[src/rtl/ts_packet_scheduler_pkg.sv]
// rtl/ts_packet_scheduler_pkg.sv - shared constants, FSM encoding and helpers for the TS packet scheduler
// Contents:
//   PKT_LEN_DEFAULT  default payload bytes per transport-stream packet
//   HDR_BYTES        per-source header bytes sent ahead of each packet
//   NUM_SRC          number of tuner sources sharing the output stream
//   state_t          scheduler FSM states
//   sat_inc          saturating 32-bit increment used by the byterate counters
package ts_packet_scheduler_pkg;

    localparam int PKT_LEN_DEFAULT = 188;
    localparam int HDR_BYTES       = 4;
    localparam int NUM_SRC         = 4;

    typedef enum logic [1:0] {
        IDLE = 2'd0,
        HDR  = 2'd1,
        PAY  = 2'd2
    } state_t;

    function automatic logic [31:0] sat_inc(input logic [31:0] value, input logic en);
        return (en && (value != 32'hFFFF_FFFF)) ? value + 32'd1 : value;
    endfunction

endpackage

[src/rtl/ts_packet_scheduler_if.sv]
// rtl/ts_packet_scheduler_if.sv - source FIFO and output byte-stream bundle for the TS packet scheduler
// Signals:
//   src_pkt_ready[3:0]  FIFO i holds at least one complete packet
//   src_mask[3:0]       source i eligible for grant
//   src_rd[3:0]         one-hot FIFO read strobe
//   src_data[31:0]      FIFO i byte on [8i+7:8i], one cycle after src_rd[i]
//   out_data[7:0]       output byte
//   out_valid           out_data valid
//   out_sop             first header byte of a packet
//   out_ready           downstream accepts the byte
// Modports: master = scheduler side, slave = FIFOs + serialiser side.
interface ts_packet_scheduler_if;

    logic [3:0]  src_pkt_ready;
    logic [3:0]  src_mask;
    logic [3:0]  src_rd;
    logic [31:0] src_data;
    logic [7:0]  out_data;
    logic        out_valid;
    logic        out_sop;
    logic        out_ready;

    modport master (
        input  src_pkt_ready, src_mask, src_data, out_ready,
        output src_rd, out_data, out_valid, out_sop
    );

    modport slave (
        output src_pkt_ready, src_mask, src_data, out_ready,
        input  src_rd, out_data, out_valid, out_sop
    );

endinterface

[src/rtl/ts_packet_scheduler_rr_arbiter4.sv]
// rtl/ts_packet_scheduler_rr_arbiter4.sv - combinational 4-way round-robin pick
// Ports:
//   elig[3:0]        requesting sources
//   last_grant[1:0]  most recently granted source (lowest priority)
//   grant[1:0]       first eligible source searching upward from last_grant+1
//   valid            at least one source eligible
module rr_arbiter4 (
    input  logic [3:0] elig,
    input  logic [1:0] last_grant,
    output logic [1:0] grant,
    output logic       valid
);

    // Walk candidates from farthest (last_grant itself) to nearest
    // (last_grant+1); the last hit written wins, so the nearest one is kept.
    always_comb begin
        grant = last_grant;
        valid = 1'b0;
        for (int i = 4; i >= 1; i--) begin
            if (elig[last_grant + 2'(i)]) begin
                grant = last_grant + 2'(i);
                valid = 1'b1;
            end
        end
    end

endmodule

[src/rtl/ts_packet_scheduler.sv]
// rtl/ts_packet_scheduler.sv - round-robin TS packet scheduler feeding the ASI output byte stream
// Parameters:
//   PKT_LEN        payload bytes per packet (8-bit read counter)
//   WINDOW_CYCLES  byterate measurement window in CLK cycles
// Ports:
//   CLK, RST           clock, asynchronous active-low reset
//   bus                source FIFO + output stream bundle (master side)
//   header_byte_addr   header store address {grant, k}
//   header_byte        header store data, combinational from address
//   byterate_bus       per-source byte count of the last window, source i on [32i+31:32i]
// Build option: define BYTERATE_EN to generate the per-source byterate counters;
// otherwise byterate_bus is tied to zero.
module ts_packet_scheduler
    import ts_packet_scheduler_pkg::*;
#(
    parameter int PKT_LEN       = PKT_LEN_DEFAULT,
    parameter int WINDOW_CYCLES = 27_000_000
) (
    input  logic                 CLK,
    input  logic                 RST,
    ts_packet_scheduler_if.master bus,
    output logic [3:0]           header_byte_addr,
    input  logic [7:0]           header_byte,
    output logic [127:0]         byterate_bus
);

    localparam logic [1:0] K_LAST   = 2'(HDR_BYTES - 1);
    localparam logic [7:0] RD_TOTAL = 8'(PKT_LEN);
    localparam logic [7:0] LD_LAST  = 8'(PKT_LEN - 1);

    state_t      state, state_n;
    logic [1:0]  grant, last_grant, k;
    logic [7:0]  rd_cnt, ld_cnt;
    logic        inflight;
    logic        skid_valid, skid_valid_n;
    logic [7:0]  skid_data, skid_data_n;

    logic [3:0]  elig;
    logic [1:0]  arb_grant;
    logic        arb_valid;

    logic        load_ok, hdr_load, pay_load, load, prefetch, issue_rd;
    logic [7:0]  arrive, pay_byte, ld_byte;
    logic        ld_sop;

    assign elig = bus.src_pkt_ready & bus.src_mask;

    rr_arbiter4 u_arb (
        .elig       (elig),
        .last_grant (last_grant),
        .grant      (arb_grant),
        .valid      (arb_valid)
    );

    always_comb begin
        load_ok      = !bus.out_valid || bus.out_ready;
        hdr_load     = (state == HDR) && load_ok;
        arrive       = bus.src_data[{grant, 3'b000} +: 8];
        pay_load     = (state == PAY) && load_ok && (skid_valid || inflight);
        pay_byte     = skid_valid ? skid_data : arrive;
        load         = hdr_load || pay_load;
        ld_byte      = hdr_load ? header_byte : pay_byte;
        ld_sop       = hdr_load && (k == 2'd0);

        // The skid buffer catches a returning byte that cannot enter the
        // output register; a read is only issued if the skid will be empty
        // next cycle, so the byte it fetches always has somewhere to land.
        skid_valid_n = skid_valid;
        skid_data_n  = skid_data;
        if (skid_valid) begin
            if (load_ok) begin
                skid_valid_n = inflight;
                skid_data_n  = arrive;
            end
        end else if (inflight && !load_ok) begin
            skid_valid_n = 1'b1;
            skid_data_n  = arrive;
        end

        // First payload read is launched alongside the last header byte so
        // p0 arrives just as h3 leaves; this keeps header and payload on
        // consecutive output cycles.
        prefetch     = hdr_load && (k == K_LAST);
        issue_rd     = prefetch ||
                       ((state == PAY) && (rd_cnt < RD_TOTAL) && !skid_valid_n);
    end

    assign bus.src_rd       = issue_rd ? (4'b0001 << grant) : 4'b0000;
    assign header_byte_addr = (state == HDR) ? {grant, k} : 4'd0;

    always_comb begin
        state_n = state;
        case (state)
            IDLE: if (arb_valid) state_n = HDR;
            HDR:  if (hdr_load && (k == K_LAST)) state_n = PAY;
            PAY:  if (pay_load && (ld_cnt == LD_LAST)) state_n = IDLE;
            default: state_n = IDLE;
        endcase
    end

    always_ff @(posedge CLK or negedge RST) begin
        if (!RST) begin
            state <= IDLE;
        end else begin
            state <= state_n;
        end
    end

    always_ff @(posedge CLK or negedge RST) begin
        if (!RST) begin
            grant         <= 2'd0;
            last_grant    <= 2'd3;
            k             <= 2'd0;
            rd_cnt        <= 8'd0;
            ld_cnt        <= 8'd0;
            inflight      <= 1'b0;
            skid_valid    <= 1'b0;
            skid_data     <= 8'd0;
            bus.out_data  <= 8'd0;
            bus.out_valid <= 1'b0;
            bus.out_sop   <= 1'b0;
        end else begin
            if ((state == IDLE) && arb_valid) begin
                grant      <= arb_grant;
                last_grant <= arb_grant;
                k          <= 2'd0;
                rd_cnt     <= 8'd0;
                ld_cnt     <= 8'd0;
            end
            if (hdr_load) k <= k + 2'd1;
            if (issue_rd) rd_cnt <= rd_cnt + 8'd1;
            if (pay_load) ld_cnt <= ld_cnt + 8'd1;
            inflight   <= issue_rd;
            skid_valid <= skid_valid_n;
            skid_data  <= skid_data_n;

            if (load) begin
                bus.out_data  <= ld_byte;
                bus.out_sop   <= ld_sop;
                bus.out_valid <= 1'b1;
            end else if (bus.out_ready) begin
                bus.out_valid <= 1'b0;
            end
        end
    end

`ifdef BYTERATE_EN
    localparam logic [31:0] WIN_LAST = 32'(WINDOW_CYCLES - 1);

    logic [31:0] win_cnt;
    logic [1:0]  out_src;
    logic [31:0] cnt  [NUM_SRC];
    logic [31:0] rate [NUM_SRC];
    logic        xfer;

    assign xfer = bus.out_valid && bus.out_ready;

    // The output register can still hold the previous packet's last byte
    // after grant has moved on, so the owner travels with the byte.
    always_ff @(posedge CLK or negedge RST) begin
        if (!RST) begin
            out_src <= 2'd0;
            win_cnt <= 32'd0;
            for (int i = 0; i < NUM_SRC; i++) begin
                cnt[i]  <= 32'd0;
                rate[i] <= 32'd0;
            end
        end else begin
            if (load) out_src <= grant;
            win_cnt <= (win_cnt == WIN_LAST) ? 32'd0 : win_cnt + 32'd1;
            for (int i = 0; i < NUM_SRC; i++) begin
                if (win_cnt == WIN_LAST) begin
                    rate[i] <= sat_inc(cnt[i], xfer && (out_src == 2'(i)));
                    cnt[i]  <= 32'd0;
                end else begin
                    cnt[i]  <= sat_inc(cnt[i], xfer && (out_src == 2'(i)));
                end
            end
        end
    end

    for (genvar g = 0; g < NUM_SRC; g++) begin : g_rate
        assign byterate_bus[32*g +: 32] = rate[g];
    end
`else
    assign byterate_bus = 128'd0;
`endif

endmodule
[src/flat_wrapper.sv]
// flat-port wrapper written by rule: the top's interface ports become plain ports
module ts_packet_scheduler_flat import ts_packet_scheduler_pkg::*;
#(
    parameter int PKT_LEN       = PKT_LEN_DEFAULT,
    parameter int WINDOW_CYCLES = 27_000_000
)
  (CLK, RST, header_byte_addr, header_byte, byterate_bus, bus_src_pkt_ready, bus_src_mask, bus_src_data, bus_out_ready, bus_src_rd, bus_out_data, bus_out_valid, bus_out_sop);
  ts_packet_scheduler_if bus_i ();
  input  logic CLK;
  input  logic RST;
  output logic [3:0] header_byte_addr;
  input  logic [7:0] header_byte;
  output logic [127:0] byterate_bus;
  input wire logic [$bits(bus_i.src_pkt_ready)-1:0] bus_src_pkt_ready;
  input wire logic [$bits(bus_i.src_mask)-1:0] bus_src_mask;
  input wire logic [$bits(bus_i.src_data)-1:0] bus_src_data;
  input wire logic [$bits(bus_i.out_ready)-1:0] bus_out_ready;
  output wire logic [$bits(bus_i.src_rd)-1:0] bus_src_rd;
  output wire logic [$bits(bus_i.out_data)-1:0] bus_out_data;
  output wire logic [$bits(bus_i.out_valid)-1:0] bus_out_valid;
  output wire logic [$bits(bus_i.out_sop)-1:0] bus_out_sop;
  assign bus_i.src_pkt_ready = bus_src_pkt_ready;
  assign bus_i.src_mask = bus_src_mask;
  assign bus_i.src_data = bus_src_data;
  assign bus_i.out_ready = bus_out_ready;
  assign bus_src_rd = bus_i.src_rd;
  assign bus_out_data = bus_i.out_data;
  assign bus_out_valid = bus_i.out_valid;
  assign bus_out_sop = bus_i.out_sop;
  ts_packet_scheduler #(.PKT_LEN(PKT_LEN), .WINDOW_CYCLES(WINDOW_CYCLES)) u_core (.CLK(CLK), .RST(RST), .bus(bus_i), .header_byte_addr(header_byte_addr), .header_byte(header_byte), .byterate_bus(byterate_bus));
endmodule
[config.mk]
export PLATFORM = sky130hd
export DESIGN_NAME = ts_packet_scheduler_flat
export DESIGN_NICKNAME = d
export VERILOG_FILES = /design/src/rtl/ts_packet_scheduler_pkg.sv /design/src/rtl/ts_packet_scheduler_if.sv /design/src/rtl/ts_packet_scheduler_rr_arbiter4.sv /design/src/rtl/ts_packet_scheduler.sv /design/src/flat_wrapper.sv
export SDC_FILE = /design/constraint.sdc
export NUM_CORES = 1
export LEC_CHECK = 0
export ABC_AREA = 0
export CORE_MARGIN = 3
export CORE_UTILIZATION = 42
export DETAILED_ROUTE_END_ITERATION = 6
export PLACE_DENSITY = 0.95
export REMOVE_ABC_BUFFERS = 1
export SYNTH_ARGS = -nofsm -noshare
export SYNTH_HDL_FRONTEND = slang
export SYNTH_HIERARCHICAL = 1
export SYNTH_SLANG_ARGS = --single-unit
[constraint.sdc]
create_clock -name CLK -period 3.8 [get_ports CLK]
set_input_delay 0.76 -clock CLK [delete_from_list [all_inputs] [get_ports CLK]]
set_output_delay 0.76 -clock CLK [all_outputs]
set_load 0.01 [all_outputs]
==> results.yml, run 1 <==
placed_design:
  port_buffers: 68
  gp_congestion: 0.780
  dp_hpwl_um: 5480
  preCtsSetupSlack_ns: 0.334
clock_tree:
  htreeDepth: 2
  cts_buffers: 5
  cts_tree: "built"
  cts.sinks: 44
  cts-resized-gates: 0
  cts_hold_buffers: 0
  clk_latency_ns: 0.29
  root_buffer: "clkbuf_8"
  post_cts_buffers: 0
  clock_path_buffers: 2
  path_clk_slew_ns: 0.08
worst_setup_path:
  cp_max_fo: 5
  end_kind: "primary output"
  cp.required_ns: 3.04
  critical_path_class: "primary input to primary output"
  critical_path_arrival_ns: 2.69
  cp-start-kind: "primary input"
pwr:
  p_leak_nw: 1.79
  ir_drop_uv: 230
  cellPowerDensity_nw_per_um2: 519
  finalPower_mw: 1.98
final_layout:
  mostFrequentLayoutCells: "conb_1, clkdlybuf4s50_1, nand2_1"
  nNetsFinal: 496
  final_util_pct: 48.5
  synthToLayoutAreaGrowth_pct: 10.8
  final_common_cell: "conb_1"
  drive_above_1_share_pct: 9.05
  antenna_cells: 0
sta:
  rsz0062_at_grt: "false"
  worst_slew_pin_slew_ns: 0.960
  final_hold_viol_count: 0
  relSlewSlack_pct: 36.0
  slew_violations: 0
  layout_setup_ws_ns: 0.347
  fin_crit_sh_pct: 90.9
  setup_viol: 0
  fmax_mhz: 290
  whs_ns: 0.481
  tns_ns: 0
  min_period_ns: 3.45
  clock_skew_ns: 0.00621
logic_synthesis:
  yosysSeqAreaShare_pct: 32.1
  netlist.area_leader.share_pct: 30.6
  synth_edf_count: 0
  async_reset_ff_share_pct: 100
  synth_area_um2: 3440
  yosysTopAreaCell: "dfrtp_1"
  synth_area_leaders: "dfrtp_1, buf_4, mux4_2, nand2_1, o21ai_0"
  syn_avg_cell_area_um2: 9.14
  ys_warn_count: 6
  syn_inst: 376
  ys.flop_type: "dfrtp_1"
  synth_seq_cells: 44
  synth.distinct_cells: 47
die:
  die_w_um: 96.5
  io-pin-count: 197
  die_y_um: 96.5
  initial_utilization_pct: 43.8
  dieArea_um2: 9300
  row_count: 32
  core_um2: 7850
routing:
  routed_via_density: 4.54
  drtIter0Drc: 134
  firstDrtPassIters: 4
  drc: 0
  wl_per_cell_um: 12.7
  ant_nets: 0
  vias: 2471
  wirelength_um: 6890
global_route:
  grt_usage_pct: 13.7
  antenna_found_initial: 0
  grt_max_degree: 45
  first_global_vias: 2261
  grt_overflow: 0
  grt_pass1_wl_um: 10100
hold_path:
  hold_path.class: "flip-flop to flip-flop"
flow_run:
  cap_violations: 0
status:
  status: "completed"
## cells in the mapped netlist (2+ instances only)
library cell	n
nor2_1	12
nand2_1	47
buf_2	2
ha_1	4
mux2_2	9
o31ai_1	3
mux4_2	8
mux2i_1	9
nor2b_1	3
or3_1	2
a21oi_1	2
and3_1	2
nand3b_1	2
clkbuf_1	7
and3_2	3
nand4_1	5
nand2b_1	3
nor3_1	2
a31oi_1	2
buf_4	129
nand3_1	7
a22o_1	2
inv_1	5
a21o_1	2
dfrtp_1	42
a221o_1	4
dfstp_2	2
o211ai_1	2
o21ai_1	4
and2_1	11
o21ai_0	23
## registers in the layout (all words and copies together) (netlist names)
name	count
u_core/skid_valid	1
u_core/rd_cnt	8
u_core/inflight	1
u_core/k	2
u_core/ld_cnt	8
u_core/bus.out_data	8
u_core/grant	2
u_core/bus.out_sop	1
u_core/state	2
u_core/last_grant	2
u_core/skid_data	8
u_core/bus.out_valid	1
## metal layers
| layer | track usage, % | part of all wire (%) | vias up |
|---|---|---|---|
| met5 | 0 | 0 | - |
| met4 | 5.26 | 2.0 | 0 |
| met3 | 3.49 | 10 | 12 |
| met2 | 26.8 | 54 | 131 |
| met1 | 13.7 | 34 | 1181 |
| li1 | - | - | 1147 |
## worst max-delay path: stages
cell	delay [ns]
clkdlybuf4s50_1	0.52
nor2b_4	0.07
maj3_2	0.35
o21ai_2	0.22
nor3b_2	0.21
clkdlybuf4s50_1	0.58
## cell families after synthesis
logic type / Yosys count / share of synthesized area [%]
AO/OA/AOI/OAI: 50 / 9.43
buffers and inverters: 144 / 30.1
adder cells (fa/ha/maj): 5 / 1.78
AND/OR/NAND/NOR: 106 / 15.7
flip-flops: 44 / 32.1
other: 1 / 0.109
multiplexers: 26 / 10.8
## final timing paths
path / from / slack [ns] / cells after the start / endpoint
setup / recovery: bus_out_ready / 0.35 / 6 / bus_src_rd[0]
hold / removal: u_core/state[1]$_DFFE_PN0P_ / 0.48 / 1 / u_core/state[0]$_DFFE_PN0P_
setup reg to reg: u_core/skid_valid$_DFF_PN0_ / 1.77 / 5 / u_core/state[1]$_DFFE_PN0P_
hold reg to reg: u_core/state[1]$_DFFE_PN0P_ / 0.48 / 1 / u_core/state[0]$_DFFE_PN0P_
max in group asynchronous: RST / 2.59 / 1 / u_core/grant[0]$_DFFE_PN0P_
min in group asynchronous: RST / 0.61 / 1 / u_core/bus.out_data[4]$_DFFE_PN0P_
## per-stage QoR
step / cell area, µm² / cells
after detailed placement: 3720 / 536
after global routing: 3810 / 544
after global placement: 3720 / 536
after CTS: 3810 / 544
after floorplan: 2900 / 364
final: 3810 / 544
## final cells by class
| cell class | count | area, µm² |
|---|---|---|
| clock buffer | 7 | 86.3 |
| clock inverter | 1 | 7.51 |
| fill | 696 | 4040 |
| inverter | 5 | 18.8 |
| multi-input combinational | 315 | 1780 |
| sequential | 44 | 1100 |
| tap | 102 | 128 |
| timing repair buffer | 70 | 691 |
## power breakdown
part	internal, mW	switching [mW]	leakage, nW	total, mW
sequential	0.626	0.174	0.559	0.800
clock	0.148	0.157	0.0445	0.305
combinational	0.458	0.416	1.19	0.874
total	1.23	0.747	1.79	1.98
Power figures use the tool's default switching activity.
==> inputs of run 2 (changes only) <==
- REMOVE_ABC_BUFFERS: 1 -> default
==> run 2 against run 1 <==
Compared with the run above: routed wire length grew 7.1%; largest cell class unchanged; global-route usage grew 1.3 points; total power grew 3.4%; cell count is the same; first-iteration DRC count grew 49%; worst setup slack lost 0.14 ns; combinational power grew 2%; critical path depth is the same; maximum frequency shrank 3.8%; sequential share of layout area shrank 0.10 points; register-to-register slack is essentially flat; hold slack lost 0.0011 ns.
==> results.yml, run 2 (synthesized netlist as in run 1, its figures left out) <==
global_route:
  grt_overflow: 0
  first_global_vias: 2139
  grt_max_degree: 45
  grt_usage_pct: 15.0
  antenna_found_initial: 0
  grt_pass1_wl_um: 10700
placed_design:
  gp_congestion: 0.820
  port_buffers: 68
  postPlaceCellArea_um2: 3720
  dp_hpwl_um: 5710
  placed_cells: 536
  preCtsSetupSlack_ns: 0.198
die:
  dieArea_um2: 9300
  die_y_um: 96.5
  row_count: 32
  io-pin-count: 197
  core_um2: 7850
  die_w_um: 96.5
  initial_utilization_pct: 43.8
final_layout:
  nNetsFinal: 496
  nFillCells: 702
  synthToLayoutAreaGrowth_pct: 11.2
  mostFrequentLayoutCells: "conb_1, clkdlybuf4s50_1, nand2_1"
  antenna_cells: 0
  post-route-cell-area_um2: 3820
  final_common_cell: "conb_1"
  drive_above_1_share_pct: 9.05
  finalNonFillerCells: 544
worst_setup_path:
  r2r_end: "u_core/rd_cnt[5]$_DFFE_PN0P_"
  timing.rr.start: "u_core/state[0]$_DFFE_PN0P_"
  worst_r2r_path_depth: 6
  r2r_setup_slack_ns: 1.76
  critical_path_class: "primary input to primary output"
  cp-start-kind: "primary input"
  cp.required_ns: 3.04
  end_kind: "primary output"
  critical_path_arrival_ns: 2.83
  cp_max_fo: 9
pwr:
  p_leak_nw: 1.80
  p_int_mw: 1.28
  ir_drop_uv: 220
  power.switching_mw: 0.765
  seqPwrFrac_pct: 39.0
  swShare_pct: 37.4
  clkPwrFrac_pct: 17.4
  p_comb_share_pct: 43.6
  cellPowerDensity_nw_per_um2: 535
routing:
  drc: 0
  drtIter0Drc: 200
  wirelength_um: 7380
  vias: 2484
  firstDrtPassIters: 4
  routed_via_density: 4.57
  wl_per_cell_um: 13.6
  ant_nets: 0
hold_path:
  min-delay-start: "u_core/ld_cnt[7]$_DFFE_PN0P_"
  holdPathStages: 1
  hold_end: "u_core/ld_cnt[7]$_DFFE_PN0P_"
  hold_path.class: "flip-flop to flip-flop"
clock_tree:
  cts_buffers: 5
  root_buffer: "clkbuf_8"
  cts_tree: "built"
  path_clk_slew_ns: 0.08
  post_cts_buffers: 0
  htreeDepth: 2
  clock_path_buffers: 2
  clk_latency_ns: 0.30
  cts.sinks: 44
  cts_hold_buffers: 0
  cts-resized-gates: 0
sta:
  relSlewSlack_pct: 34.8
  tns_ns: 0
  worst_slew_pin_slew_ns: 0.978
  rsz0062_at_grt: "false"
  whs_ns: 0.480
  clock_skew_ns: 0.00917
  fmax_mhz: 279
  final_hold_viol_count: 0
  slew_violations: 0
  setup_viol: 0
  fin_crit_sh_pct: 94.5
  min_period_ns: 3.59
  layout_setup_ws_ns: 0.210
status:
  status: "completed"
flow_run:
  cap_violations: 0
run 2: cell count changes in the layout (fill, tap and decap cells not counted), sizes merged:
cell      change
bufinv        +1
clkbuf        -1
clkinv        +1
clkinvlp      -1
run 2: worst max-delay path by stage:
| stage | from | endpoint | slack, ns | cells after the start |
|---|---|---|---|---|
| 2_1_floorplan | bus_out_ready | bus_src_rd[0] | 1.24 | 5 |
| 3_3_place_gp | bus_out_ready | bus_src_rd[0] | 0.26 | 6 |
| 3_5_place_dp | bus_out_ready | bus_src_rd[0] | 0.20 | 6 |
| 4_1_cts | bus_out_ready | bus_src_rd[0] | 0.18 | 6 |
| 5_1_grt | bus_out_ready | bus_src_rd[0] | 0.08 | 6 |
| 6_report | bus_out_ready | bus_src_rd[0] | 0.21 | 6 |
run 2: final cells by class:
cell class	instances	area [µm²]	area share, %
multi-input cells	315	1780	46.4
well taps	102	128	3.34
repair buffers	70	691	18.1
clock inverters	2	35.0	0.916
clock buffers	6	72.6	1.90
flip-flops and latches	44	1100	28.9
inverters	5	18.8	0.491
run 2: critical path: stages:
cell	delay [ns]
clkdlybuf4s50_1	0.52
nor2b_4	0.06
maj3_2	0.34
o21ai_2	0.34
nor3b_2	0.24
clkdlybuf4s50_1	0.57
run 2: metal layers:
layer | share of wire [%] | vias to the layer above | global-route usage (%)
met5 | 0 | - | 0
met4 | 2.2 | 0 | 5.61
met3 | 8.3 | 13 | 3.10
met2 | 50 | 136 | 24.8
met1 | 39 | 1193 | 19.3
li1 | - | 1142 | -
run 2: metrics by stage:
stage,utilization [%],power [mW]
final,48.7,2.05
after floorplan,-,1.43
after detailed placement,47.4,1.69
after global routing,48.7,2.19
after global placement,47.4,1.63
after CTS,48.7,2.05
run 2: power by group through the flow:
stage / Combinational (mW) / Sequential, mW / Clock [mW]
6_report: 0.891 / 0.798 / 0.357
5_1_grt: 0.987 / 0.825 / 0.381
3_3_place_gp: 0.848 / 0.787 / 0
2_1_floorplan: 0.692 / 0.742 / 0
3_5_place_dp: 0.883 / 0.802 / 0
4_1_cts: 0.890 / 0.797 / 0.361
==> inputs of run 3 (changes only) <==
- ABC_AREA: 0 -> 1
- CORE_MARGIN: 3 -> default
- CORE_UTILIZATION: 42 -> 44
==> run 3 against run 2 <==
Compared with the run above: non-clock buffer count decreased by 1; combinational power increased by 54%; die area decreased by 2.7%; global-route usage increased by 0.90 points; synthesized area increased by 11%.
==> results.yml, run 3 <==
status:
  status: "completed"
final_layout:
  final_common_cell: "nand2_1"
  mostFrequentLayoutCells: "nand2_1, conb_1, clkdlybuf4s50_1"
  nNetsFinal: 656
  drive_above_1_share_pct: 6.31
  synthToLayoutAreaGrowth_pct: 8.94
  post-route-cell-area_um2: 4160
  antenna_cells: 0
placed_design:
  postPlaceCellArea_um2: 4030
  dp_hpwl_um: 5680
  gp_congestion: 0.823
  port_buffers: 68
clock_tree:
  root_buffer: "clkbuf_8"
  path_clk_slew_ns: 0.08
  cts_hold_buffers: 0
  cts.sinks: 44
  cts_buffers: 5
  htreeDepth: 2
  post_cts_buffers: 0
  clk_latency_ns: 0.29
  cts-resized-gates: 0
  cts_tree: "built"
  clock_path_buffers: 2
routing:
  firstDrtPassIters: 4
  ant_nets: 0
  vias: 3093
  wirelength_um: 7510
  wl_per_cell_um: 10.6
  drtIter0Drc: 200
  routed_via_density: 4.37
  drc: 0
global_route:
  antenna_found_initial: 0
  grt_max_degree: 45
  grt_overflow: 0
  grt_pass1_wl_um: 11300
  grt_usage_pct: 15.9
  first_global_vias: 2590
worst_setup_path:
  timing.rr.start: "u_core/last_grant[0]$_DFFE_PN1P_"
  cp_max_fo: 15
  critical_path_class: "primary input to primary output"
  path_cells: "clkdlybuf4s50_1, inv_1, nand2_2, nand2_1, inv_2, nand2_2, a21oi_1, clkdlybuf4s50_1"
  r2r_setup_slack_ns: 1.59
  crit_buf_inv: 4
  end_kind: "primary output"
  worst_r2r_path_depth: 12
  cp-start-kind: "primary input"
  cp.required_ns: 3.04
  cp_slowest_cell: "clkdlybuf4s50_1"
  r2r_end: "u_core/ld_cnt[5]$_DFFE_PN0P_"
  critical_path_arrival_ns: 2.67
  cp_slowest_stage_delay_ns: 0.56
  cp_top_family: "buffers and inverters"
die:
  io-pin-count: 197
  dieArea_um2: 9060
  initial_utilization_pct: 46.0
  core_um2: 8300
  die_w_um: 95.2
  die_y_um: 95.2
  row_count: 33
hold_path:
  holdPathStages: 2
  hold_end: "u_core/bus.out_data[2]$_DFFE_PN0P_"
  min-delay-start: "u_core/bus.out_data[2]$_DFFE_PN0P_"
  hold_path.class: "flip-flop to flip-flop"
logic_synthesis:
  synth_area_um2: 3820
  synth_seq_cells: 44
  synth_area_leaders: "dfrtp_1, buf_4, nand2_1, nand3_1, inv_1"
  synth.distinct_cells: 27
  async_reset_ff_share_pct: 100
  yosysTopAreaCell: "dfrtp_1"
  syn_inst: 543
  syn_avg_cell_area_um2: 7.03
  synth_edf_count: 0
  yosysSeqAreaShare_pct: 28.9
  yosys-top-cells-count: "nand2_1, buf_4, nand3_1"
  synth.most_common_cell: "nand2_1"
  netlist.area_leader.share_pct: 27.5
  ys.flop_type: "dfrtp_1"
  ys_warn_count: 6
sta:
  worst_slew_pin_slew_ns: 0.954
  min_period_ns: 3.43
  tns_ns: 0
  slew_violations: 0
  final_hold_viol_count: 0
  relSlewSlack_pct: 36.4
  clock_skew_ns: 0.00682
  fin_crit_sh_pct: 90.2
  setup_viol: 0
  fmax_mhz: 292
  rsz0062_at_grt: "false"
pwr:
  cellPowerDensity_nw_per_um2: 634
  p_leak_nw: 2.29
  ir_drop_uv: 221
flow_run:
  cap_violations: 0
[run 3: cell types whose count changed in the layout (fill, tap and decap cells not counted), sizes merged, moves of 9 or more]
cell and delta:
mux2 -9, a21oi +17, nand2 +116, mux2i -9, nand3 +39, o21ai -14
and2 -11, nor2 +17, nand4 +15, inv +43
[run 3: final cells by class]
| cell class | count | area, µm² |
|---|---|---|
| Clock inverter | 2 | 60.1 |
| Multi-Input combinational cell | 433 | 1920 |
| Sequential cell | 44 | 1100 |
| Timing Repair Buffer | 69 | 683 |
| Clock buffer | 6 | 72.6 |
| Inverter | 48 | 188 |
| Tap cell | 105 | 131 |
| Fill cell | 787 | 4140 |
[run 3: per-layer routing]
layer | routed length (µm) | vias up | GRT usage, % | part of all wire (%)
met1 | 3020 | 1384 | 17.2 | 40
met3 | 582 | 12 | 2.63 | 7.7
li1 | - | 1563 | - | -
met2 | 3730 | 134 | 29.8 | 50
met5 | 0 | - | 0 | 0
met4 | 180 | 0 | 7.58 | 2.4
[run 3: through the flow]
step | hold slack (ns) | power [mW] | instances | utilization [%] | setup slack, ns
5_1_grt | 0.512 | 2.89 | 707 | 50.1 | 0.242
6_report | 0.484 | 2.64 | 707 | 50.1 | 0.372
3_3_place_gp | 0.463 | 2.19 | 699 | 48.5 | 0.431
2_1_floorplan | 0.449 | 1.93 | 670 | - | 1.50
4_1_cts | 0.491 | 2.65 | 707 | 50.1 | 0.384
3_5_place_dp | 0.468 | 2.22 | 699 | 48.5 | 0.388
[run 3: logic make-up after synthesis]
family | after synthesis | share of synthesized area (%)
flops | 44 | 28.9
compound gates | 37 | 5.21
buf+inv | 193 | 33.3
xor+xnor | 5 | 1.15
other cells | 1 | 0.0982
fa+ha+maj | 4 | 1.31
simple gates | 259 | 30.1
[run 3: worst max path at each step]
stage,startpoint,end,slack [ns],cells after the start
5_1_grt,bus_out_ready,bus_src_rd[3],0.24,8
6_report,bus_out_ready,bus_src_rd[0],0.37,8
2_1_floorplan,bus_out_ready,bus_src_rd[0],1.50,7
3_5_place_dp,bus_out_ready,bus_src_rd[0],0.39,8
4_1_cts,bus_out_ready,bus_src_rd[0],0.38,8
3_3_place_gp,bus_out_ready,bus_src_rd[2],0.43,8
[run 3: tightest hold or removal path, stage by stage, from the launching register on]
cell     delay, ns
dfrtp_1       0.35
nand2_1       0.05
nand2_1       0.06
[run 3: report_power, final]
group	internal [mW]	switching (mW)	leakage, nW	total [mW]
Clock	0.263	0.152	0.0654	0.414
Sequential	0.656	0.197	0.565	0.854
Combinational	0.514	0.857	1.66	1.37
Total	1.43	1.21	2.29	2.64
==> RTL change 1: new RTL, config.mk and constraints of run 1 <==
The 3 states of `state_t` get a one-hot encoding in 3 bits.
--- a/src/rtl/ts_packet_scheduler_pkg.sv
+++ b/src/rtl/ts_packet_scheduler_pkg.sv
@@ -11,10 +11,10 @@
     localparam int HDR_BYTES       = 4;
     localparam int NUM_SRC         = 4;
 
-    typedef enum logic [1:0] {
-        IDLE = 2'd0,
-        HDR  = 2'd1,
-        PAY  = 2'd2
+    typedef enum logic [2:0] {
+        IDLE = 3'b001,
+        HDR  = 3'b010,
+        PAY  = 3'b100
     } state_t;
 
     function automatic logic [31:0] sat_inc(input logic [31:0] value, input logic en);
Check against the original RTL: same outputs for any inputs over 10 cycles, from zero or initial values and one cycle with RST low; not proved beyond that.
==> RTL change 1 against run 1 <==
  * Combinational power down 20%
  * Clock power up 22%
  * Worst setup slack worse by 110 ps
  * Final cell count up 1.5%
  * Via count up 1.8%
  * Cell area up 3.0%
  * Count of clock-buffer cells in the layout down 2
  * Wire length up 6.7%
  * Sequential cell count up 1
  * Sequential power down 7.6%
  * Power down 8.6%
  * Register-to-register slack worse by 100 ps
  * Area after synthesis up 3.1%
==> RTL change 1: results (changes against run 1) <==
metric,value,unit,change
clk_lat worst skew,310,ps,was 290 ps
Leak,1.862,nW,was 1.794 nW
overall routing resource usage,14.31,%,was 13.73%
Min-Delay Path Depth,2,,was 1
Routed WL per cell,13.32,µm,was 12.67 µm
Async SR Flop Fraction,100.0,%,unchanged
largest net degree at the start of global routing,46,,was 45
Iteration-0 DRC Markers,194,,was 134
post-layout net count,504,,was 496
CP max FO,13,,was 5
first-pass GRT wire length,11150,µm,"was 10,120 µm"
crit-path leading delay family,buffers and inverters,,unchanged
share of cells above drive strength 1,11.33,%,was 9.050%
H-tree depth,2,,unchanged
worst-case clock buffer depth,2,,unchanged
min-delay src,u_core/last_grant[0],,was u_core/state[1]
vias in the first global route,2285,,"was 2,261"
Placer Congestion,0.8042,,was 0.7799
clock-pin slew of the registers on the worst-case setup and hold paths,80,ps,about the same
initial antenna violation count,0,,unchanged
cts bufs inserted,5,,unchanged
ranking of synthesized cells by area,"dfrtp_1, buf_4, mux4_2",,unchanged
Syn. warnings,6,,unchanged
slew margin rel.,32.97,%,was 36.01%
Placed Area,3810,µm²,was 3716 µm²
routed via count,2515,,"was 2,471"
MaxCap Viol Count,0,,unchanged
clk_skew,9.417,ps,was 6.208 ps
n_diodes,0,,unchanged
sequential share of the synthesized area,31.87,%,was 32.11%
status,finished clean,,unchanged
Yosys cell types,49,,was 47
CP max stage delay,480,ps,was 580 ps
Commonest cells post-synth,"buf_4, nand2_1, dfrtp_1",,unchanged
drt first pass iters,4,,unchanged
Final HPWL DP,5787,µm,was 5480 µm
crit path max-delay cell type,clkdlybuf4s50_1,,unchanged
Worst VDD drop,234.7,µV,was 230.4 µV
Worst Path Arrival,2800,ps,was 2690 ps
origin of the worst setup path,bus_out_ready,,unchanged
[RTL change 1: cell types whose count changed in the layout (fill, tap and decap cells not counted), sizes merged, moves of 5 or more]
| cell | delta |
|---|---|
| a211oi | +7 |
| nand3 | +7 |
| o21ai | -7 |
| nor2b | +6 |
| nor2 | -5 |
| nor3 | +5 |
| nor3b | +5 |
[RTL change 1: final cells by class]
type | instances | area [µm²] | area share, %
Multi-Input combinational cell | 320 | 1831 | 46.64
Sequential cell | 45 | 1130 | 28.79
Timing Repair Buffer | 70 | 690.7 | 17.60
Tap cell | 102 | 127.6 | 3.252
Clock buffer | 5 | 68.82 | 1.753
Clock inverter | 3 | 46.29 | 1.179
Inverter | 7 | 31.28 | 0.7969
[RTL change 1: where the power goes]
group | switching, mW | leakage (nW) | internal (mW)
Combinational | 0.349 | 1.22 | 0.348
Clock | 0.176 | 0.0543 | 0.197
Sequential | 0.132 | 0.585 | 0.607
Total | 0.657 | 1.86 | 1.15
[RTL change 1: stage by stage]
stage | std cells | setup WS (ps)
6_report | 552 | 236.6
5_1_grt | 552 | 131.1
4_1_cts | 552 | 219.2
3_5_place_dp | 544 | 240.3
3_3_place_gp | 544 | 285.4
2_1_floorplan | 372 | 1163
[RTL change 1: layer usage]
| layer | routed length [µm] | track usage (%) |
|---|---|---|
| met1 | 2664 | 15.70 |
| met2 | 3901 | 27.12 |
| met3 | 638 | 3.500 |
| met4 | 146 | 4.047 |
| met5 | 0 | 0 |
[RTL change 1: worst register-to-register path, delay by kind of cell (launching register included)]
family          cells  cell delay (ps)
compound gates      2              510
flops               1              760
simple gates        3              760
[RTL change 1: cell families after synthesis]
| group | count (synthesis) | share of synthesized area (%) |
|---|---|---|
| adder cells (fa/ha/maj) | 4 | 1.412 |
| AO/OA/AOI/OAI | 47 | 8.719 |
| AND/OR/NAND/NOR | 118 | 18.36 |
| buffers and inverters | 148 | 29.93 |
| other | 1 | 0.1058 |
| flip-flops | 45 | 31.87 |
| multiplexers | 23 | 9.601 |
[RTL change 1: worst paths after layout]
kind | to | slack (ps)
setup / recovery | bus_src_rd[3] | 240
hold / removal | u_core/last_grant[0] | 490
setup reg to reg | u_core/bus.out_data[1] | 1670
hold reg to reg | u_core/last_grant[0] | 490
max in group asynchronous | u_core/skid_valid | 2570
min in group asynchronous | u_core/skid_data[1] | 620
==> RTL change 2: new RTL, settings of run 1 <==
Made on the original files. Set the package constant `PKT_LEN_DEFAULT` to 94 (it was 188).
--- a/src/rtl/ts_packet_scheduler_pkg.sv
+++ b/src/rtl/ts_packet_scheduler_pkg.sv
@@ -7,7 +7,7 @@
 //   sat_inc          saturating 32-bit increment used by the byterate counters
 package ts_packet_scheduler_pkg;
 
-    localparam int PKT_LEN_DEFAULT = 188;
+    localparam int PKT_LEN_DEFAULT = 94;
     localparam int HDR_BYTES       = 4;
     localparam int NUM_SRC         = 4;
 
Check against the original RTL: same outputs for any inputs over 10 cycles, from zero or initial values and one cycle with RST low; that may be too few to reach the edited logic, so the function may still have changed.
==> RTL change 2 against run 1 <==
  * Cell area shrank 0.13%
  * Count of clock-buffer cells in the layout is the same
  * Synthesized cell count grew 1.9%
  * Utilization grew 0.18 points
  * Area after synthesis shrank 0.33%
  * Maximum frequency shrank 4.6%
  * Worst setup slack lost 160 ps
  * Non-clock buffer count grew 1
  * Critical path depth grew 2
  * Sequential cell count is the same
  * Wire length grew 6.3%
  * Power grew 2.0%
  * Sequential share of layout area is essentially flat
==> RTL change 2: results (changes against run 1) <==
metric,value,unit,change
Placer Congestion,0.7902,,was 0.7799
Post-Synth XOR/XNOR Area,0.5113,%,was 0%
Routed WL per cell,13.31,µm,was 12.67 µm
footprint of the multi-input gates,1755,µm²,was 1775 µm²
Worst Path Arrival,2860,ps,was 2690 ps
FFs & Latches,44,,unchanged
"setup slack, reg-to-reg",1560,ps,was 1770 ps
Signal buf overhead,18.35,%,was 18.13%
hold endpoint,u_core/ld_cnt[4],,was u_core/state[0]
Iteration-0 DRC Markers,133,,was 134
PD cells,530.2,nW/µm²,was 519.4 nW/µm²
post-layout net count,503,,was 496
CP max FO,6,,was 5
worst setup path endpoint,bus_src_rd[2],,was bus_src_rd[0]
origin of the worst setup path,bus_out_ready,,unchanged
multiplexer share of the synthesized area,11.40,%,was 10.81%
routed via count,2487,,"was 2,471"
Placed Area,3711,µm²,was 3716 µm²
sequential share of the synthesized area,32.21,%,was 32.11%
first-pass GRT wire length,10330,µm,"was 10,120 µm"
Final HPWL DP,5672,µm,was 5480 µm
R2R cell count,7,,was 5
status,finished clean,,unchanged
Synth Area in Adders,1.826,%,was 1.784%
drt first pass iters,5,,was 4
share of cells above drive strength 1,7.366,%,was 9.050%
Repair and plain buffers,71,,was 70
Leak,1.813,nW,was 1.794 nW
multi-input gates,318,,was 315
Yosys cell types,42,,was 47
Slew @ Worst Pin,959.0,ps,was 959.8 ps
fill cell count,729,,was 696
RR Endpoint,u_core/rd_cnt[7],,was u_core/state[1]
Clock-cell share,2.466,%,was 2.463%
min-delay src,u_core/ld_cnt[4],,was u_core/state[1]
Commonest cells post-synth,"buf_4, nand2_1, dfrtp_1",,unchanged
## RTL change 2: routing by layer
layer	wire length, µm	vias to the layer above	global-route usage (%)
met3	875	10	4.769
met4	112	0	4.907
met1	2585	1177	16.10
li1	-	1156	-
met2	3746	144	25.07
met5	0	-	0
## RTL change 2: through the flow
stage	hold slack, ps	setup WS (ps)	util (%)	cells
CTS	494.6	191.7	48.73	550
finish	486.2	182.3	48.73	550
global placement	461.8	304.9	47.53	542
global route	508.0	46.77	48.73	550
detailed placement	479.0	199.6	47.53	542
floorplan	442.4	1122	-	369
## RTL change 2: power by group
group / total, mW / internal (mW) / switching, mW
Combinational: 0.886 / 0.456 / 0.431
Sequential: 0.824 / 0.634 / 0.190
Clock: 0.307 / 0.148 / 0.159
## RTL change 2: worst max-delay path, delay by kind of cell
kind	cells	cell delay [ps]
AND/OR/NAND/NOR	3	440
AO/OA/AOI/OAI	2	510
buffers and inverters	3	1160
